$ cat src/rtl/tick_flag_gen.sv
// Price-tick move classifier: compares each accepted tick with the previous one and
// queues an {up, down} flag pair in a small FIFO with registered head outputs.
module tick_flag_gen #(
  parameter int W         = 16,
  parameter int DELTA_MIN = 1,
  parameter int DEPTH     = 4
) (
  input  logic         clk,
  input  logic         rst,
  input  logic         tick_valid,
  input  logic [W-1:0] tick_price,
  output logic         tick_ready,
  output logic         flag_valid,
  input  logic         flag_ready,
  output logic         a,
  output logic         b,
  output logic [15:0]  pair_count,
  output logic         drop_seen
);

  localparam int AW = $clog2(DEPTH);
  localparam logic [AW-1:0] PTR_ZERO = AW'(1'b0);
  localparam logic [AW-1:0] PTR_ONE  = AW'(1'b1);
  localparam logic [AW:0]   CNT_ZERO = (AW+1)'(1'b0);
  localparam logic [AW:0]   CNT_ONE  = (AW+1)'(1'b1);
  localparam logic [AW:0]   FULL_CNT = (AW+1)'(DEPTH);
  localparam logic [W:0]    DMIN     = (W+1)'(DELTA_MIN);

  typedef enum logic [0:0] {
    PRIME = 1'b0,
    RUN   = 1'b1
  } state_t;

  // Differences are taken one bit wider than the price so neither direction can wrap.
  function automatic logic [1:0] classify(input logic [W-1:0] cur, input logic [W-1:0] prev);
    logic [W:0] up;
    logic [W:0] dn;
    logic       up_f;
    logic       dn_f;
    up   = {1'b0, cur} - {1'b0, prev};
    dn   = {1'b0, prev} - {1'b0, cur};
    up_f = (cur > prev) && (up >= DMIN);
    dn_f = (cur < prev) && (dn >= DMIN);
    classify = {up_f, dn_f};
  endfunction

  state_t         state_r;
  state_t         state_nx_s;
  logic [W-1:0]   prev_r;
  logic [W-1:0]   prev_nx_s;
  logic [1:0]     mem_r [DEPTH];
  logic [AW-1:0]  wr_ptr_r;
  logic [AW-1:0]  rd_ptr_r;
  logic [AW-1:0]  wr_nx_s;
  logic [AW-1:0]  rd_nx_s;
  logic [AW:0]    cnt_r;
  logic [AW:0]    cnt_nx_s;
  logic           flag_valid_r;
  logic           flag_valid_nx_s;
  logic [1:0]     head_r;
  logic [1:0]     head_nx_s;
  logic           tick_ready_r;
  logic           ready_nx_s;
  logic [15:0]    pair_r;
  logic [15:0]    pair_nx_s;
  logic           drop_r;
  logic           drop_nx_s;
  logic           accept_s;
  logic           pop_s;
  logic           push_s;
  logic [1:0]     push_data_s;

  assign accept_s    = tick_valid & tick_ready_r;
  assign pop_s       = flag_valid_r & flag_ready;
  assign push_data_s = classify(tick_price, prev_r);

  assign tick_ready  = tick_ready_r;
  assign flag_valid  = flag_valid_r;
  assign a           = head_r[1];
  assign b           = head_r[0];
  assign pair_count  = pair_r;
  assign drop_seen   = drop_r;

  // FSM next-state: the first accepted tick only primes the reference price
  always_comb begin
    state_nx_s = state_r;
    push_s     = 1'b0;
    case (state_r)
      PRIME: begin
        if (accept_s) begin
          state_nx_s = RUN;
        end else begin
          state_nx_s = PRIME;
        end
      end
      RUN: begin
        push_s     = accept_s;
        state_nx_s = RUN;
      end
      default: begin
        state_nx_s = PRIME;
      end
    endcase
  end

  // FIFO bookkeeping and next values of the registered outputs
  always_comb begin
    prev_nx_s       = prev_r;
    wr_nx_s         = wr_ptr_r;
    rd_nx_s         = rd_ptr_r;
    cnt_nx_s        = cnt_r;
    pair_nx_s       = pair_r;
    drop_nx_s       = drop_r;
    head_nx_s       = 2'b00;
    flag_valid_nx_s = 1'b0;
    ready_nx_s      = 1'b1;

    if (accept_s) begin
      prev_nx_s = tick_price;
    end else begin
      prev_nx_s = prev_r;
    end

    if (push_s) begin
      wr_nx_s = wr_ptr_r + PTR_ONE;
    end else begin
      wr_nx_s = wr_ptr_r;
    end

    if (pop_s) begin
      rd_nx_s   = rd_ptr_r + PTR_ONE;
      pair_nx_s = pair_r + 16'd1;
    end else begin
      rd_nx_s   = rd_ptr_r;
      pair_nx_s = pair_r;
    end

    case ({push_s, pop_s})
      2'b10:   cnt_nx_s = cnt_r + CNT_ONE;
      2'b01:   cnt_nx_s = cnt_r - CNT_ONE;
      default: cnt_nx_s = cnt_r;
    endcase

    // The entry being written this cycle becomes the head when it lands on the read slot.
    if (cnt_nx_s == CNT_ZERO) begin
      head_nx_s = 2'b00;
    end else if (push_s && (rd_nx_s == wr_ptr_r)) begin
      head_nx_s = push_data_s;
    end else begin
      head_nx_s = mem_r[rd_nx_s];
    end

    flag_valid_nx_s = (cnt_nx_s != CNT_ZERO);
    ready_nx_s      = (state_nx_s == PRIME) || (cnt_nx_s != FULL_CNT);

    if ((state_r == RUN) && (cnt_r == FULL_CNT) && tick_valid) begin
      drop_nx_s = 1'b1;
    end else begin
      drop_nx_s = drop_r;
    end
  end

  // State and output registers with synchronous reset priority
  always_ff @(posedge clk) begin
    if (rst) begin
      state_r      <= PRIME;
      prev_r       <= {W{1'b0}};
      wr_ptr_r     <= PTR_ZERO;
      rd_ptr_r     <= PTR_ZERO;
      cnt_r        <= CNT_ZERO;
      flag_valid_r <= 1'b0;
      head_r       <= 2'b00;
      tick_ready_r <= 1'b1;
      pair_r       <= 16'h0000;
      drop_r       <= 1'b0;
    end else begin
      state_r      <= state_nx_s;
      prev_r       <= prev_nx_s;
      wr_ptr_r     <= wr_nx_s;
      rd_ptr_r     <= rd_nx_s;
      cnt_r        <= cnt_nx_s;
      flag_valid_r <= flag_valid_nx_s;
      head_r       <= head_nx_s;
      tick_ready_r <= ready_nx_s;
      pair_r       <= pair_nx_s;
      drop_r       <= drop_nx_s;
    end
  end

  // FIFO storage; stale slots are harmless because pointers reset
  always_ff @(posedge clk) begin
    if (push_s) begin
      mem_r[wr_ptr_r] <= push_data_s;
    end
  end

endmodule
$ cat config.mk
export PLATFORM = sky130hd
export DESIGN_NAME = tick_flag_gen
export DESIGN_NICKNAME = d
export VERILOG_FILES = /design/src/rtl/tick_flag_gen.sv
export SDC_FILE = /design/constraint.sdc
export NUM_CORES = 1
export LEC_CHECK = 0
export CAP_MARGIN = 20
export CORE_UTILIZATION = 64
export CTS_BUF_LIST = sky130_fd_sc_hd__clkbuf_8
export DETAILED_ROUTE_END_ITERATION = 10
export PLACE_DENSITY = 0.84
export SYNTH_ARGS = -nofsm -noshare
export SYNTH_HDL_FRONTEND = slang
export SYNTH_SLANG_ARGS = --single-unit
$ cat constraint.sdc
create_clock -name clk -period 7.2 [get_ports clk]
set_input_delay 1.44 -clock clk [delete_from_list [all_inputs] [get_ports clk]]
set_output_delay 1.44 -clock clk [all_outputs]
set_load 0.005 [all_outputs]
==> impl_metrics.py, run 1 <==
metrics = {
    "status": {
        "status": "finished clean",
    },
    "synth": {
        "postSynthCellCount": 531,
        "syn_area_mm2": 0.004144,
        "synth-compound-area-share": 0.2150,
        "ys_seq_area_frac": 0.2754,
        "syn-num-nets": 592,
        "synthMuxAreaShare": 0.01812,
        "synthArstFlopShare": 0,
        "synth_top_family_by_area": "simple AND/OR/NAND/NOR gates",
        "syn_avg_cell_area_um2": 7.804,
        "synth_edf_count": 8,
        "synth-simple-area-share": 0.2268,
        "synthAdderAreaFrac": 0.1292,
        "postSynthRegisterBits": 53,
        "synth_cell_types": 64,
        "ys.flop_type": "dfxtp_1",
        "synth_xor_area_frac": 0.05707,
        "ys_warn_count": 0,
    },
    "clock_network": {
        "cts-resized-gates": 0,
        "clkTransAtPathRegs_ns": 0.10,
        "hold_buffers": 0,
        "clk_latency_ns": 0.31,
        "post_cts_buffers": 0,
        "root_buffer": "clkbuf_8",
        "cts_tree": "yes",
        "cts_buffer_depth": 2,
        "numCtsBuffers": 5,
        "htreeDepth": 2,
        "cts.sinks": 53,
    },
    "sta": {
        "setup_ws_ns": 2.791,
        "grt_setup_unrepaired": "no",
        "slew_viol_final": 0,
        "tns_ns": 0,
        "worst_pin_slew_ns": 0.9155,
        "skew_ns": 0.002288,
        "max_freq_mhz": 226.8,
        "setup_viol": 0,
        "hold_viol_final": 0,
        "period_share": 0.6124,
        "period_needed_ns": 4.409,
        "holdWs_ns": 0.4830,
        "slew_headroom": 0.3897,
    },
    "pwr": {
        "switching_share": 0.3566,
        "ir_drop_mv": 0.1263,
        "internal_power_uw": 497.5,
        "power.clock.fraction": 0.234,
        "powerDensity_mw_per_mm2": 168.3,
        "p_seq_frac": 0.426,
        "power_switching_uw": 275.8,
        "combPwrFrac": 0.340,
        "cellLeakagePower_nw": 1.829,
    },
    "die": {
        "ios": 41,
        "rows": 28,
        "start_util": 0.6798,
        "die_area_mm2": 0.006800,
        "dieWidth_um": 82.47,
        "core_mm2": 0.006096,
        "die_y_um": 82.47,
    },
    "global_routing": {
        "grt_pass1_vias": 3550,
        "grt_usage": 0.3211,
        "grt_pass1_wl_mm": 16.45,
        "grt_max_degree": 43,
        "grt-ovfl-total": 0,
        "antenna_found_initial": 0,
    },
    "route": {
        "via_per_inst": 6.025,
        "drt-initial-drc-count": 272,
        "firstDrtPassIters": 5,
        "drc": 0,
        "num_vias": 3802,
        "ant_nets": 0,
        "routedWlPerCell_um": 16.29,
        "wirelength_mm": 10.28,
    },
    "worst_setup_path": {
        "crit-reg2reg-launch": "tick_ready$_SDFF_PP1_",
        "reg2reg_slack_ns": 4.08,
        "cp_cell_sequence": "clkdlybuf4s50_1 -> inv_1 -> ha_1 -> nand2b_1 -> o311ai_1 -> a2111oi_0 -> nand3_1 -> a2111oi_0 -> and4_1 -> nor2_1",
        "critPathKind": "input pin to register",
        "crit_slowest_cell": "ha_1",
        "cp-end-kind": "register",
        "cp.arrival_ns": 4.48,
        "path_common_cell": "a2111oi_0",
        "cp_max_fo": 17,
        "reg2reg_to": "head_r[0]$_SDFF_PP0_",
        "cp-start-kind": "input pin",
        "cp.required_ns": 7.27,
        "ff2ff_path_depth": 10,
        "cp_slowest_stage_delay_ns": 0.63,
    },
    "cells_and_area": {
        "area_delta_synth_final_pct": 10.87,
        "final_core_util": 0.7537,
        "insertedDiodeCount": 0,
        "drive_gt1_frac": 0.03957,
        "num-fill-cells": 483,
        "fin_nets": 616,
    },
    "placed_design": {
        "pre_cts_slack_ns": 2.543,
        "gp_congestion": 1.022,
        "dp_hpwl_mm": 7.728,
        "io_buffers": 40,
    },
    "worst_hold_path": {
        "min-delay-start": "prev_r[3]$_SDFFE_PP0P_",
        "min_to": "prev_r[3]$_SDFFE_PP0P_",
        "worstHoldPathCells": 2,
        "holdCritPathClass": "register to register",
    },
    "flow_run": {
        "drv_cap": 0,
    },
}
Yosys cell counts (all sizes together), types with 2 or more instances:
master | count | area, um^2
nand3 | 11 | 55.05
or3 | 9 | 56.30
o31ai | 2 | 15.01
a211oi | 5 | 47.54
buf | 13 | 103.8
edfxtp | 8 | 240.2
o211ai | 4 | 30.03
a31oi | 5 | 31.28
o21a | 5 | 37.54
and2b | 3 | 22.52
clkbuf | 11 | 41.29
fa | 3 | 60.06
a221oi | 2 | 35.04
nand2b | 5 | 31.28
and3 | 7 | 43.79
nor2b | 7 | 51.30
and2 | 4 | 27.53
a21oi | 57 | 289.0
o22ai | 2 | 12.51
a2111oi | 3 | 45.05
a21o | 6 | 45.04
nor3b | 2 | 15.01
o311ai | 2 | 17.52
dfxtp | 45 | 900.9
o21bai | 2 | 15.01
inv | 48 | 180.2
ha | 38 | 475.5
nand3b | 7 | 52.55
mux4 | 2 | 45.04
nand4 | 8 | 50.05
xnor2 | 13 | 113.9
nor2 | 47 | 176.4
nand2 | 72 | 270.3
o21ai | 33 | 168.9
mux2i | 3 | 30.03
xor2 | 14 | 122.6
o31a | 2 | 26.28
nor3 | 6 | 30.03
and4 | 2 | 17.52
nor4 | 2 | 12.51
power groups by stage:
stage	logic [mW]	clock network (mW)	registers (mW)
finish	0.263	0.181	0.330
global route	0.291	0.196	0.333
CTS	0.258	0.184	0.330
detailed placement	0.256	0	0.336
global placement	0.252	0	0.335
floorplan	0.195	0	0.334
critical path: cells and delay by family:
family	cells	cell delay [ns]
AO/OA/AOI/OAI	3	1.07
AND/OR/NAND/NOR	4	0.76
adder cells (fa/ha/maj)	1	0.63
buffers and inverters	2	0.57
worst max-delay path by stage:
stage                     cells after the start  slack, ns          start               endpoint
final                                        10       2.79  tick_price[5]  mem_r[0][1]$_DFFE_PP_
after global routing                         12       2.56     tick_valid   head_r[0]$_SDFF_PP0_
after CTS                                    12       2.86     tick_valid   head_r[0]$_SDFF_PP0_
after detailed placement                     12       2.54     tick_valid   head_r[0]$_SDFF_PP0_
after global placement                       11       2.59  tick_price[5]  mem_r[0][1]$_DFFE_PP_
after floorplan                              10       3.37  tick_price[0]  mem_r[0][0]$_DFFE_PP_
state kept, by name, summed over array words and instances, names as in the netlist:
name / cells
cnt_r: 3
drop_seen: 1
flag_valid: 1
head_r: 2
mem_r: 8
pair_count: 16
prev_r: 16
rd_ptr_r: 2
state_r: 1
tick_ready: 1
wr_ptr_r: 2
routing by layer:
layer / share of wire / GRT usage / routed length (um)
met3: 0.067 / 0.06374 / 686
met1: 0.43 / 0.4050 / 4459
met2: 0.48 / 0.5521 / 4940
met4: 0.018 / 0.09123 / 190
met5: 0 / 0 / 0
cells by family after synthesis:
family                   count (synthesis)
flip-flops                              53
multiplexers                             5
XOR/XNOR                                27
AND/OR/NAND/NOR                        195
buffers and inverters                   72
adder cells (fa/ha/maj)                 41
AO/OA/AOI/OAI                          138
area by class of cell:
| class | count | area [um^2] | share of cell area |
|---|---|---|---|
| flip-flops and latches | 53 | 1141 | 0.2484 |
| inverters | 48 | 180.2 | 0.03922 |
| repair buffers | 41 | 407.9 | 0.08878 |
| clock buffers | 5 | 68.82 | 0.01498 |
| well taps | 75 | 93.84 | 0.02042 |
| clock inverters | 3 | 25.02 | 0.005447 |
| multi-input cells | 406 | 2678 | 0.5828 |
placed cells by master (no fill, tap or decap), drive strengths merged, types with 5 or more instances in the layout:
| cell type | netlist | routed |
|---|---|---|
| inv | 48 | 49 |
| nand2 | 72 | 72 |
| nor2b | 7 | 7 |
| o21ai | 33 | 33 |
| clkbuf | 11 | 5 |
| clkdlybuf4s50 | 0 | 40 |
| nor2 | 47 | 47 |
| dfxtp | 45 | 45 |
| nand4 | 8 | 8 |
| a31oi | 5 | 5 |
| a21oi | 57 | 57 |
| a21o | 6 | 6 |
| ha | 38 | 38 |
| and3 | 7 | 7 |
| xor2 | 14 | 14 |
| nor3 | 6 | 6 |
| edfxtp | 8 | 8 |
| o21a | 5 | 5 |
| or3 | 9 | 9 |
| nand3b | 7 | 7 |
| xnor2 | 13 | 13 |
| nand2b | 5 | 5 |
| a211oi | 5 | 5 |
| nand3 | 11 | 11 |
metrics by stage:
stage          instances  total power, mW  cell area (um^2)
5_1_grt              631           0.8194              4594
3_5_place_dp         623           0.5922              4501
2_1_floorplan        531           0.5295              4144
6_report             631           0.7733              4594
4_1_cts              631           0.7715              4594
3_3_place_gp         623           0.5877              4501
(Power assumes the default switching activity.)
==> run 2: changes to the inputs <==
--- a/config.mk
+++ b/config.mk
@@ -6,10 +6,10 @@
 export NUM_CORES = 1
 export LEC_CHECK = 0
 export CAP_MARGIN = 20
-export CORE_UTILIZATION = 64
+export CORE_UTILIZATION = 60
 export CTS_BUF_LIST = sky130_fd_sc_hd__clkbuf_8
 export DETAILED_ROUTE_END_ITERATION = 10
-export PLACE_DENSITY = 0.84
+export PLACE_DENSITY = 0.79
 export SYNTH_ARGS = -nofsm -noshare
 export SYNTH_HDL_FRONTEND = slang
 export SYNTH_SLANG_ARGS = --single-unit
==> constraint.sdc (replaced) <==
create_clock -name clk -period 4.5 [get_ports clk]
set_input_delay 0.9 -clock clk [delete_from_list [all_inputs] [get_ports clk]]
set_output_delay 0.9 -clock clk [all_outputs]
set_load 0.005 [all_outputs]
==> run 2 against run 1 <==
Against the previous run:
- flip-flop and latch count is the same
- combinational power grew 61%
- worst hold slack lost 0.0020 ns
- sequential share of layout area shrank 0.23 points
- count of clock-buffer cells in the layout is the same
- register-to-register slack lost 2.7 ns
- clock power grew 82%
- via count shrank 0.13%
- global-route usage shrank 2.6 points
- die area grew 6.5%
- cell count grew 0.79%
- total power grew 66%
- largest cell class unchanged
- highest routed layer unchanged
==> impl_metrics.py, run 2 (synthesis results as in run 1) <==
metrics = {
    "global_routing": {
        "grt_max_degree": 25,
        "grt_pass1_wl_mm": 17.11,
        "grt_pass1_vias": 3609,
        "grt-ovfl-total": 0,
        "antenna_found_initial": 0,
        "grt_usage": 0.2948,
    },
    "worst_setup_path": {
        "cp.arrival_ns": 3.91,
        "cp_max_fo": 17,
        "cp-end-kind": "register",
        "reg2reg_slack_ns": 1.39,
        "critPathKind": "input pin to register",
        "cp.required_ns": 4.56,
        "cp-start-kind": "input pin",
    },
    "route": {
        "drc": 0,
        "num_vias": 3797,
        "via_per_inst": 5.970,
        "wirelength_mm": 10.35,
        "ant_nets": 0,
        "firstDrtPassIters": 6,
        "drt-initial-drc-count": 257,
        "routedWlPerCell_um": 16.28,
    },
    "sta": {
        "max_freq_mhz": 259.6,
        "slew_headroom": 0.4877,
        "period_needed_ns": 3.852,
        "skew_ns": 0.008372,
        "worst_pin_slew_ns": 0.7661,
        "grt_setup_unrepaired": "no",
        "hold_viol_final": 0,
        "period_share": 0.8560,
        "tns_ns": 0,
        "setup_viol": 0,
        "slew_viol_final": 0,
    },
    "cells_and_area": {
        "insertedDiodeCount": 0,
        "num-fill-cells": 577,
        "final_common_cell": "nand2_1",
        "drive_gt1_frac": 0.04293,
        "register_area_mm2": 0.001141,
        "layout_common_cells": "72 x nand2_1, 56 x a21oi_1, 49 x inv_1",
        "fin_area_mm2": 0.004637,
        "area_delta_synth_final_pct": 11.90,
        "fin_nets": 619,
        "multi_input_area_mm2": 0.002678,
    },
    "pwr": {
        "cellLeakagePower_nw": 1.858,
        "ir_drop_mv": 0.1725,
        "powerDensity_mw_per_mm2": 276.5,
    },
    "die": {
        "dieWidth_um": 85.11,
        "rows": 29,
        "start_util": 0.6380,
        "die_y_um": 85.11,
        "core_mm2": 0.006495,
        "die_area_mm2": 0.007243,
        "ios": 41,
    },
    "clock_network": {
        "clk_latency_ns": 0.31,
        "cts-resized-gates": 0,
        "hold_buffers": 0,
        "cts.sinks": 53,
        "post_cts_buffers": 0,
        "numCtsBuffers": 5,
        "clkTransAtPathRegs_ns": 0.10,
        "cts_tree": "yes",
        "htreeDepth": 2,
        "cts_buffer_depth": 2,
        "root_buffer": "clkbuf_8",
    },
    "placed_design": {
        "io_buffers": 40,
        "gp_congestion": 0.9746,
        "dp_hpwl_mm": 7.771,
        "place_area_mm2": 0.004526,
    },
    "status": {
        "status": "finished clean",
    },
    "flow_run": {
        "drv_cap": 0,
    },
    "worst_hold_path": {
        "holdCritPathClass": "register to register",
    },
}
==> run 2: area by class of cell <==
class                      instances  area share
tap                               77     0.02078
inverter                          48     0.03886
clock buffer                       5     0.01484
multi-input combinational        406      0.5774
sequential                        53      0.2461
clock inverter                     3    0.009174
timing repair buffer              44     0.09282
==> run 2: path summary, 6_finish.rpt <==
| check | start | end | cells after the start |
|---|---|---|---|
| setup / recovery | tick_price[5] | mem_r[2][1]$_DFFE_PP_ | 11 |
| hold / removal | prev_r[2]$_SDFFE_PP0P_ | prev_r[2]$_SDFFE_PP0P_ | 2 |
| setup reg to reg | prev_r[0]$_SDFFE_PP0P_ | mem_r[2][1]$_DFFE_PP_ | 10 |
| hold reg to reg | prev_r[2]$_SDFFE_PP0P_ | prev_r[2]$_SDFFE_PP0P_ | 2 |
==> run 2: critical path: stages <==
cell and delay (ns):
clkdlybuf4s50_1 0.51, inv_1 0.06, ha_1 0.52, and2_4 0.29, a221oi_4 0.29, a211oi_2 0.15, o22a_1 0.21, or3_1 0.35
a211oi_1 0.25, and4_1 0.28, nor2_1 0.10
==> run 2: stage by stage <==
step	utilization	total power [mW]	setup slack [ns]	cells	hold slack (ns)
final	0.7139	1.282	0.6481	636	0.4810
after global routing	0.7139	1.352	0.5306	636	0.5066
after CTS	0.7139	1.281	0.6861	636	0.4831
after detailed placement	0.6968	0.9528	0.3789	628	0.4694
after global placement	0.6968	0.9418	0.4512	628	0.4610
after floorplan	-	0.8472	1.213	531	0.4530
==> run 2: power breakdown <==
part	total [mW]	internal [mW]	switching, mW	leakage, nW
Sequential	0.528	0.508	0.0204	0.439
Clock	0.329	0.165	0.164	0.0595
Combinational	0.424	0.178	0.247	1.36
Total	1.28	0.851	0.431	1.86
==> run 2: layer usage <==
layer	wire length, um	vias to the layer above	track usage
met5	0	-	0
met4	122	0	0.07858
met3	550	19	0.04280
met2	4778	130	0.4890
met1	4900	1766	0.4027
li1	-	1882	-
